==> src/rtl/fifo_credit_arb.sv <==
// Credit-based round-robin arbiter feeding one FIFO write port; never writes without a credit.
// Optional packet lock (hold grant until req_last) is enabled by defining FIFO_CREDIT_ARB_PKT_LOCK_EN.
module fifo_credit_arb #(
  parameter int DATA_WIDTH = 32,
  parameter int NUM_REQ    = 4,
  parameter int DEPTH      = 8,
  parameter int ADDR_W     = 3,
  parameter int REQ_W      = 2
) (
  input  logic                          clk,
  input  logic                          rst,
  input  logic [NUM_REQ-1:0]            req_valid,
  output logic [NUM_REQ-1:0]            req_ready,
  input  logic [NUM_REQ*DATA_WIDTH-1:0] req_data,
  input  logic [NUM_REQ-1:0]            req_last,
  output logic                          out_valid,
  input  logic                          out_ready,
  output logic [DATA_WIDTH-1:0]         out_data,
  input  logic                          credit_return,
  output logic [ADDR_W:0]               credits,
  output logic [REQ_W-1:0]              grant_id,
  output logic                          credit_err
);

  localparam logic [ADDR_W:0] FULL = (ADDR_W+1)'(DEPTH);

  logic [NUM_REQ-1:0][DATA_WIDTH-1:0] data_a;
  logic [ADDR_W:0]   cred_q, cred_d;
  logic [REQ_W-1:0]  ptr_q, ptr_d, win, g, g_nxt;
  logic              err_q, err_d;
  logic              has_cred, xfer, grant_end;

  assign data_a   = req_data;
  assign has_cred = (cred_q != '0);

  // Lowest rotating offset from ptr wins; loop runs downward so it is assigned last.
  always_comb begin
    logic [REQ_W-1:0] idx;
    win = ptr_q;
    for (int k = NUM_REQ-1; k >= 0; k--) begin
      idx = REQ_W'((int'(ptr_q) + k) % NUM_REQ);
      if (req_valid[idx]) win = idx;
    end
  end

`ifdef FIFO_CREDIT_ARB_PKT_LOCK_EN
  typedef enum logic {IDLE, LOCKED} state_t;
  state_t           st_q, st_d;
  logic [REQ_W-1:0] lock_q, lock_d;

  assign g         = (st_q == LOCKED) ? lock_q : win;
  assign grant_end = xfer && req_last[g];

  always_comb begin
    st_d   = st_q;
    lock_d = lock_q;
    if (xfer) begin
      if (!req_last[g]) begin
        st_d   = LOCKED;
        lock_d = g;
      end else begin
        st_d = IDLE;
      end
    end
  end
`else
  logic unused_last;
  assign unused_last = ^req_last;
  assign g           = win;
  assign grant_end   = xfer;
`endif

  assign g_nxt = (g == REQ_W'(NUM_REQ-1)) ? '0 : g + 1'b1;

  always_comb begin
    req_ready = '0;
    if (!rst) req_ready[g] = out_ready && has_cred;
  end

  assign out_valid  = req_valid[g] && has_cred && !rst;
  assign out_data   = rst ? '0 : data_a[g];
  assign grant_id   = rst ? '0 : g;
  assign xfer       = out_valid && out_ready;
  assign credits    = cred_q;
  assign credit_err = err_q;

  // A return while already full saturates and latches the error.
  always_comb begin
    cred_d = cred_q;
    err_d  = err_q;
    if (xfer && !credit_return) begin
      cred_d = cred_q - 1'b1;
    end else if (credit_return && !xfer) begin
      if (cred_q == FULL) err_d = 1'b1;
      else                cred_d = cred_q + 1'b1;
    end
    ptr_d = grant_end ? g_nxt : ptr_q;
  end

  always_ff @(posedge clk) begin
    if (rst) begin
      cred_q <= FULL;
      ptr_q  <= '0;
      err_q  <= 1'b0;
`ifdef FIFO_CREDIT_ARB_PKT_LOCK_EN
      st_q   <= IDLE;
      lock_q <= '0;
`endif
    end else begin
      cred_q <= cred_d;
      ptr_q  <= ptr_d;
      err_q  <= err_d;
`ifdef FIFO_CREDIT_ARB_PKT_LOCK_EN
      st_q   <= st_d;
      lock_q <= lock_d;
`endif
    end
  end

endmodule

==> config.mk <==
export PLATFORM = sky130hd
export DESIGN_NAME = fifo_credit_arb
export DESIGN_NICKNAME = d
export VERILOG_FILES = /design/src/rtl/fifo_credit_arb.sv
export SDC_FILE = /design/constraint.sdc
export NUM_CORES = 1
export LEC_CHECK = 0
export BUFFER_PORTS_ARGS = -buffer_cell sky130_fd_sc_hd__buf_4
export CORE_MARGIN = 1
export CORE_UTILIZATION = 31
export CTS_CLUSTER_SIZE = 40
export DETAILED_ROUTE_END_ITERATION = 6
export HOLD_SLACK_MARGIN = 0.08
export PLACE_DENSITY = 0.79
export SYNTH_ARGS = -nofsm -noshare
export SYNTH_HDL_FRONTEND = slang
export SYNTH_SLANG_ARGS = --single-unit
==> constraint.sdc <==
create_clock -name clk -period 2.4 [get_ports clk]
set_input_delay 0.12 -clock clk [delete_from_list [all_inputs] [get_ports clk]]
set_output_delay 0.12 -clock clk [all_outputs]
set_load 0.05 [all_outputs]
Word-level counts from Yosys, hierarchy flattened
Index checks and enable logic that the tools add are counted.

operators by class
  equal/unequal tests = 3
  $add $sub $neg = 6
  magnitude comparators = 6
  reduce and logical (&&, ||, !) cells = 14
  bitwise operators = 2
  multiplexer cells = 25

operator list
  cell                   count
  $bmux W32 S2           1
  $mux W32               2
  $mux W4                4
  $lt A2 B3 Y1 const B   5
  $mux W2                6
  $bmux W1 S2            5
  $logic_and A1 B1 Y1    7
  $mux W1                6
  $add A2 B1 Y2 const B  2
  $add A2 B2 Y2 const B  2
  $add A4 B1 Y4 const B  1
  $and A4 B4 Y4          1
  $eq A4 B4 Y1 const B   1
  $reduce_bool A4 Y1     1
  $sub A4 B1 Y4 const B  1
  $logic_not A1 Y1       3
  $reduce_and A3 Y1      1
  $demux W1 S2           1
  $eq A2 B2 Y1 const B   1
  $ge A2 B1 Y1 const B   1
  $ne A2 B2 Y1 const B   1
  $reduce_and A2 Y1      1
  $reduce_bool A2 Y1     1
  $not A1 Y1             1

word-level totals
  bits in registers = 7
  input bits = 140
  logic and storage cells = 59
  output and inout port bits = 44

Longest topological paths before layout
Gate-level depths: netlist (run 1).

  word-level depth = 16
  gate-level depth with buffers = 11
  gate-level depth less buffers = 10

Worst setup path before layout (run 1)
OpenSTA, ideal clock, no wires.

  path type = register to register
  start point = reg cred_q[3], in the netlist credits[3]
  end point = reg cred_q[3], in the netlist credits[3]
  library setup time = 119 ps
  stages on the path, launching flop included = 12
  path buffers = 1
  data required time = 2281 ps
  path slack = -359 ps
  arrival time = 2640 ps
  clock period less this slack = 2759 ps
  cell sequence = dfxtp_1 > nor4_1 > nor3b_1 > nor2b_1 > clkbuf_1 > ha_1 > ha_1 > a21o_1 > a21oi_1 > xnor2_1 > and3_1 > o21bai_1

between the ends
  longest elaborated chain between the ends = 8
  elaborated cells between the ends (all ways) = 16
  those cells by class = 2 x add/sub; 2 x eq/ne; 3 x mux; 9 x reduce/logical

ends and longest elaborated chain
  item                                   RTL line  text
  from (decl)                            28        logic [ADDR_W:0] cred_q, cred_d;
  from (signal assigned)                 110       cred_q <= cred_d;
  $reduce_bool A4 Y1 (*)                 34        assign has_cred = (cred_q != '0);
  $logic_and A1 B1 Y1 (*) (2 in series)  80        assign out_valid = req_valid[g] && has_cred && !rst;
  $logic_and A1 B1 Y1 (*)                83        assign xfer = out_valid && out_ready;
  via grant_end                          31        logic has_cred, xfer, grant_end;
  $logic_not A1 Y1                       93        end else if (credit_return && !xfer) begin
  $logic_and A1 B1 Y1                    93
  $reduce_bool A2 Y1 (no line)           -
  $reduce_and A2 Y1 (no line)            -

Mark *: on every way through the listed nets, which the timed path passes. The rest lies on a longest branch. The select of a mux whose other input is x is not followed.
A chain may end at the register's enable or synchronous reset.

Worst setup path in the final report (run 1)
  start point = reg cred_q[0], in the netlist credits[0]
  end point = reg cred_q[3], in the netlist credits[3]

between the ends
  longest elaborated chain between the ends = 8
  elaborated cells between the ends (all ways) = 16
  those cells by class = 2 x add/sub; 2 x eq/ne; 3 x mux; 9 x reduce/logical

ends and longest elaborated chain
  item
  branches (longest 8 deep; another with $add A4 B1 Y4)

Several ways; the timed one is not identified. The select of a mux whose other input is x is not followed.

==> results of run 1 <==
[kinds of logic after synthesis]
logic type / Yosys count / synth area share, %
DFF: 7 / 8.89
muxes: 65 / 41.3
xor gates and xnor gates: 3 / 1.67
adders and majority gates: 9 / 7.62
AOI/OAI and AO/OA: 46 / 18.4
buffers and inverters: 25 / 11.7
and+or+nand+nor: 29 / 10.4
[worst register-to-register path, stage by stage, from the launching register on]
cell	delay (ns)
dfxtp_4	0.36
nor4_4	0.32
nor3b_2	0.10
nor2b_1	0.16
ha_2	0.20
buf_4	0.15
ha_1	0.31
a21oi_2	0.20
xnor2_2	0.15
and3_1	0.18
o21bai_1	0.06
[power groups by stage]
stage	registers, mW	logic, mW	clock network [mW]
after CTS	0.181	1.13	0.174
after global routing	0.185	1.22	0.177
final	0.180	1.15	0.168
after detailed placement	0.183	1.13	0
after global placement	0.181	1.12	0
after floorplan	0.238	0.701	0
[final timing paths]
path | startpoint | to | cells after the start
max reg2reg | credits[0]$_SDFFE_PP0P_ | credits[3]$_SDFFE_PP1P_ | 10
min | rst | credits[0]$_SDFFE_PP0P_ | 2
max | credits[0]$_SDFFE_PP0P_ | credits[3]$_SDFFE_PP1P_ | 10
min reg2reg | credit_err$_SDFFE_PP0P_ | credit_err$_SDFFE_PP0P_ | 2
[layout make-up]
| type | instances | share of cell area (%) |
|---|---|---|
| repair buffers | 191 | 47.6 |
| clock buffers | 4 | 1.46 |
| multi-input cells | 152 | 42.1 |
| flip-flops and latches | 7 | 5.04 |
| well taps | 67 | 2.72 |
| inverters | 9 | 1.10 |
[routing by layer]
metal	track usage [%]	vias to the layer above	share of wire [%]
li1	-	1054	-
met1	26.1	1012	37
met2	43.0	91	56
met3	2.06	9	4.9
met4	7.05	0	1.7
met5	0	-	0
[per-stage QoR]
step	cell area [µm²]	instances	power, mW
final	3080	430	1.50
after global routing	3080	430	1.58
after floorplan	1610	184	0.939
after detailed placement	2990	423	1.31
after global placement	2990	423	1.30
after CTS	3030	427	1.49
[state kept, by name (all words and copies together) (netlist names)]
signal and count:
credit_err 1, credits 4, ptr_q 2
[repair_timing]
action                     4_1_cts  5_1_grt
buffers inserted                 0        3
setup endpoints to repair        0        8
gates resized for setup          0        6
[placed cells by master (no fill, tap or decap), types with 2 or more instances in the layout]
cell	Yosys	final
buf_4	0	188
mux2i_1	65	65
o22ai_1	32	32
inv_1	8	8
nor2_1	7	7
ha_1	8	7
nor2b_1	4	4
and2_1	4	4
dfxtp_4	0	4
a21oi_1	4	3
nor3_1	3	3
clkbuf_8	0	3
dfxtp_1	7	3
a211oi_1	2	2
xnor2_1	3	2
nand2_1	2	2
buf_12	5	2
==> tab_implementation.tex, run 1 <==
\begin{tabular}{lr}
\hline
Metric & Value \\
\hline
\multicolumn{2}{l}{\textbf{Clock tree}} \\
Later-pin clock latency in the skew report & 0.23 ns \\
Clock Tree Root & clkbuf\_8 \\
Num Clock Sinks & 7 \\
Number of hold-repair buffers added at the cts stage & 0 \\
Cts bufs inserted & 3 \\
H-tree depth reported by CTS & 1 \\
Maximum number of buffers from clock root to sink & 2 \\
TritonCTS clock tree & done \\
Clock slew at reported path FFs & 0.04 ns \\
\multicolumn{2}{l}{\textbf{Synthesis}} \\
Post-synth net total & 333 \\
Post-synthesis cell type count & 34 \\
Proportion of synthesized flip-flops having asynchronous set or reset & 0\% \\
Synthesis warning total & 0 \\
Leading cell type by number of instances after synthesis & mux2i\_1 \\
Cell type with the highest aggregate area in the netlist & mux2i\_1 \\
Summed instance area of the synthesized netlist & 1580 µm² \\
Top flip-flop cell by instance count after synthesis & dfxtp\_1 \\
Post-synthesis average cell area & 8.57 µm² \\
Number of flops mapped to enable cells by yosys & 0 \\
Fraction of synthesized cell area taken by the top area cell type & between 40\% and 50\% \\
Number of synthesized register bits & 7 \\
Most area-consuming cells after synthesis & mux2i\_1, o22ai\_1, dfxtp\_1 \\
Most common library cells after synthesis & mux2i\_1, o22ai\_1, ha\_1, inv\_1 \\
Portion of the post-synthesis area used by sequential elements & 8.89\% \\
Gate Count Post-Synth & approximately 180 \\
\multicolumn{2}{l}{\textbf{Route}} \\
Initial DRC Count & 81 \\
First-pass iteration count of the detailed router & 4 \\
Remaining routing DRC violations & 0 \\
Wirelength per Cell & 15.6 µm \\
Via count normalized by instance count & a little over 5 \\
Detail Route Antenna Nets & 0 \\
Final wirelength & about 6700 µm \\
Vias post-DR & 2166 \\
\multicolumn{2}{l}{\textbf{Place}} \\
Buffers added on ports & approximately 180 \\
Minimum setup slack after placement & between 0.1 and 0.15 ns \\
DP Wirelength & between 5000 and 6000 µm \\
Final GP Congestion & between 0.8 and 0.9 \\
\multicolumn{2}{l}{\textbf{Global route}} \\
Largest net degree at the start of global routing & 27 \\
Wire length of the first global-routing pass & around 9300 µm \\
Antenna violations before repair & 0 \\
Number of global-route vias before repair & around 2k \\
Leftover overflow at the end of global routing & 0 \\
Overall fraction of global-route tracks in use & 22.5\% \\
\multicolumn{2}{l}{\textbf{Pwr}} \\
P\_int & 0.743 mW \\
Net switching power of the design & 0.755 mW \\
Part of the power in registers & 12.0\% \\
Logic pwr share & 76.8\% \\
Cell area power density & 486 nW/µm² \\
Leakage power of the design & about 1.5 nW \\
Switching part of the total power & about half \\
Clk pwr share & 11.2\% \\
Worst ir drop on vdd & 0.000259 V \\
\multicolumn{2}{l}{\textbf{Layout}} \\
Post-layout net count & 513 \\
Final design utilization & between 60\% and 70\% \\
Layout filler cell count & 445 \\
Area occupied by multi-input gates & 1300 µm² \\
Layout overhead on the synthesized area & 95.4\% \\
Count of inserted antenna diode cells & 0 \\
Fraction of final layout cells with drive strength greater than 1 & between 50\% and 60\% \\
Sequential cell area & 155 µm² \\
\multicolumn{2}{l}{\textbf{Floorplan}} \\
Starting utilization of the core area & about a third \\
Standard cell core area & between 4000 and 5000 µm² \\
Die width & 73.3 µm \\
Height of the chip & 73.3 µm \\
Die area & around 5400 µm² \\
Number of placement rows & 25 \\
I/O pins & $\sim$180 \\
\multicolumn{2}{l}{\textbf{Worst setup path}} \\
Critical Path Sink Type & flop \\
Peak fanout along the critical path & 6 \\
CP max-delay cell & dfxtp\_4 \\
Slowest cell delay on critical path & about 0.36 ns \\
Cells along the critical path & nor4\_4 > nor3b\_2 > nor2b\_1 > ha\_2 > buf\_4 > ha\_1 > a21oi\_2 > xnor2\_2 > and3\_1 > o21bai\_1 \\
Data arrival at the endpoint of the critical path & about 2.4 ns \\
CP Launch Type & flop \\
Buf/Inv on CP & 1 \\
Worst-case register-to-register setup slack & 0.12 ns \\
Category of the most critical setup path & flop to flop \\
Required time at the worst-slack endpoint & 2.52 ns \\
CP top delay family & simple AND/OR/NAND/NOR gates \\
\multicolumn{2}{l}{\textbf{Flow run}} \\
Number of violations of the max-capacitance limit & 0 \\
\multicolumn{2}{l}{\textbf{Timing}} \\
Summed negative setup slack over all endpoints & 0 ns \\
Slew margin rel. & around 67\% \\
Final worst path period share & a little over nine tenths \\
Slew at the pin closest to its max-slew limit & 0.493 ns \\
FMAX & about 440 MHz \\
Largest clock skew in the final design & about 0.00054 ns \\
Final slew viol count & 0 \\
Setup repair after global routing missed its margin & no \\
\# setup viols final & 0 \\
Worst Hold Slack & 0.145 ns \\
Shortest clock period the worst path allows after layout & 2.28 ns \\
Number of hold violations in the final report & 0 \\
Final Worst Setup Slack & 0.120 ns \\
\multicolumn{2}{l}{\textbf{Status}} \\
Outcome & finished, final reports clean \\
\multicolumn{2}{l}{\textbf{Hold path}} \\
Type of the worst min-delay path & input pin to flop \\
\hline
\end{tabular}
Note: power is estimated with default switching activity, not from simulation.
==> inputs of run 2 (changes only) <==
--- a/config.mk
+++ b/config.mk
@@ -10,6 +10,7 @@
 export CORE_UTILIZATION = 31
 export CTS_CLUSTER_SIZE = 40
 export DETAILED_ROUTE_END_ITERATION = 6
+export GPL_TIMING_DRIVEN = 0
 export HOLD_SLACK_MARGIN = 0.08
 export PLACE_DENSITY = 0.79
 export SYNTH_ARGS = -nofsm -noshare
==> run 2 against run 1 <==
Total power up 2.2%. Setup slack worse by 0.018 ns. Design area up 1.7%. Core utilization up 1.1 points. Clock power up 3%. Global-route usage up 0.77 points. Clock skew about the same. Critical endpoint is now out_data[26].
==> tab_implementation.tex, run 2 (synthesis gave the netlist of run 1 again) <==
\begin{tabular}{lr}
\hline
Metric & Value \\
\hline
\multicolumn{2}{l}{\textbf{Timing}} \\
\# setup viols final & 0 \\
FMAX & approximately 440 MHz \\
Worst Hold Slack & about 0.30 ns \\
Setup repair after global routing missed its margin & no \\
Final worst path period share & 95.7\% \\
Final Worst Setup Slack & 0.102 ns \\
Summed negative setup slack over all endpoints & 0 ns \\
Slew at the pin closest to its max-slew limit & around 0.66 ns \\
Number of hold violations in the final report & 0 \\
Shortest clock period the worst path allows after layout & 2.30 ns \\
Slew margin rel. & approximately 56\% \\
Final slew viol count & 0 \\
Largest clock skew in the final design & between 0.0003 and 0.0004 ns \\
\multicolumn{2}{l}{\textbf{Layout}} \\
Fraction of final layout cells with drive strength greater than 1 & 57.3\% \\
Post-route cell area & 3130 µm² \\
Count of inserted antenna diode cells & 0 \\
Most common cell after layout, fill and taps aside & buf\_4 \\
Most used cells in the layout excluding fill and tap cells & buf\_4, mux2i\_1, o22ai\_1 \\
Post-layout net count & 520 \\
Layout overhead on the synthesized area & 98.7\% \\
Number of flip-flops under the largest register name & 4 \\
\multicolumn{2}{l}{\textbf{Floorplan}} \\
I/O pins & 184 \\
Die width & $\sim$73 µm \\
Standard cell core area & 4820 µm² \\
Number of placement rows & 25 \\
Die area & 5370 µm² \\
Height of the chip & between 70 and 80 µm \\
Starting utilization of the core area & 32.7\% \\
\multicolumn{2}{l}{\textbf{Worst setup path}} \\
Cell repeated most along the worst path & buf\_12 \\
Category of the most critical setup path & flop to primary output \\
Data arrival at the endpoint of the critical path & roughly 2.2 ns \\
Cell count of the worst reg-to-reg path & 10 \\
Required time at the worst-slack endpoint & 2.28 ns \\
Buf/Inv on CP & 3 \\
Critical path depth & 8 \\
CP max-delay cell & or4\_4 \\
Critical Path Sink Type & primary output \\
CP Launch Type & flop \\
Launch point of the worst path & ptr\_q[0]\$\_SDFFE\_PP0P\_ \\
Startpoint of the lowest-slack register-to-register path & credits[3]\$\_SDFFE\_PP1P\_ \\
Cells along the critical path & nor2b\_1 > or4\_4 > nand2\_2 > buf\_12 > buf\_12 > mux2i\_1 > o22ai\_1 > buf\_4 \\
Slowest cell delay on critical path & 0.51 ns \\
Peak fanout along the critical path & 10 \\
CP top delay family & simple AND/OR/NAND/NOR gates \\
\multicolumn{2}{l}{\textbf{Clock tree}} \\
TritonCTS clock tree & done \\
Clock Tree Root & clkbuf\_8 \\
Later-pin clock latency in the skew report & 0.23 ns \\
Cts bufs inserted & 3 \\
Clock slew at reported path FFs & 0.04 ns \\
Maximum number of buffers from clock root to sink & 2 \\
H-tree depth reported by CTS & 1 \\
Num Clock Sinks & 7 \\
Number of hold-repair buffers added at the cts stage & 0 \\
\multicolumn{2}{l}{\textbf{Place}} \\
Buffers added on ports & between 150 and 200 \\
Minimum setup slack after placement & -0.124 ns \\
Final GP Congestion & 0.782 \\
Area post-placement & 3040 µm² \\
DP Wirelength & 5730 µm \\
\multicolumn{2}{l}{\textbf{Hold path}} \\
Hold\_sp & credit\_return \\
Count of cells along the worst hold path & 4 \\
Type of the worst min-delay path & input pin to flop \\
\multicolumn{2}{l}{\textbf{Global route}} \\
Leftover overflow at the end of global routing & 0 \\
Number of global-route vias before repair & between 2k and 2.5k \\
Antenna violations before repair & 0 \\
Wire length of the first global-routing pass & between 9000 and 10000 µm \\
Overall fraction of global-route tracks in use & 23.2\% \\
Largest net degree at the start of global routing & 12 \\
\multicolumn{2}{l}{\textbf{Pwr}} \\
Leakage power of the design & 1.56 nW \\
Worst ir drop on vdd & 0.000216 V \\
Cell area power density & 489 nW/µm² \\
Total Power & $\sim$1.5 mW \\
\multicolumn{2}{l}{\textbf{Route}} \\
Remaining routing DRC violations & 0 \\
Final wirelength & 6800 µm \\
Via count normalized by instance count & 5.00 \\
Vias post-DR & 2183 \\
Wirelength per Cell & 15.6 µm \\
Detail Route Antenna Nets & 0 \\
Initial DRC Count & 94 \\
First-pass iteration count of the detailed router & 4 \\
\multicolumn{2}{l}{\textbf{Flow run}} \\
Number of violations of the max-capacitance limit & 0 \\
\multicolumn{2}{l}{\textbf{Status}} \\
Outcome & finished, final reports clean \\
\hline
\end{tabular}
==> run 2: worst register-to-register path, cell delays in order, from the launching register on <==
cell and delay (ns):
dfxtp_4 0.37, nor4_4 0.31, nor3b_2 0.09, nor2b_4 0.16, ha_2 0.24, ha_1 0.27, a21o_1 0.19, a21oi_2 0.14
xnor2_1 0.15, and3_1 0.18, o21bai_1 0.07
==> run 2: cell type report <==
type | count | area [µm²]
flip-flops and latches | 7 | 156
multi-input cells | 152 | 1290
repair buffers | 183 | 1370
inverters | 9 | 33.8
plain buffers | 15 | 150
well taps | 67 | 83.8
clock buffers | 4 | 45.0
fillers | 443 | 1690
==> run 2: per-stage QoR <==
step           cells  util (%)
4_1_cts          436      64.5
3_5_place_dp     430      63.1
2_1_floorplan    184         -
3_3_place_gp     430      63.1
6_report         437      65.0
5_1_grt          437      65.0
==> run 2: final timing paths <==
check                                          endpoint  slack (ns)
worst max-delay path                       out_data[26]        0.10
worst min-delay path            credit_err$_SDFFE_PP0P_        0.30
worst max register to register  credits[3]$_SDFFE_PP1P_        0.12
worst min register to register  credit_err$_SDFFE_PP0P_        0.48
==> run 2: report_power, final <==
part | internal (mW) | switching (mW) | leakage, nW | total, mW
sequential | 0.145 | 0.0378 | 0.0599 | 0.182
combinational | 0.503 | 0.672 | 1.48 | 1.17
clock | 0.116 | 0.0579 | 0.0228 | 0.173
==> run 2: what timing repair did <==
item | in CTS | in global routing
endpoints found under the setup margin | 1 | 26
pin swaps | 2 | 4
resized for setup | 4 | 8
buffers inserted | 2 | 2
hold endpoints to repair | 0 | 0
==> run 2: layer usage <==
layer / GRT usage [%] / up-vias / wire length (µm)
met1: 26.1 / 993 / 2470
li1: - / 1071 / -
met3: 5.08 / 7 / 486
met2: 45.1 / 112 / 3790
met5: 0 / - / 0
met4: 3.63 / 0 / 65
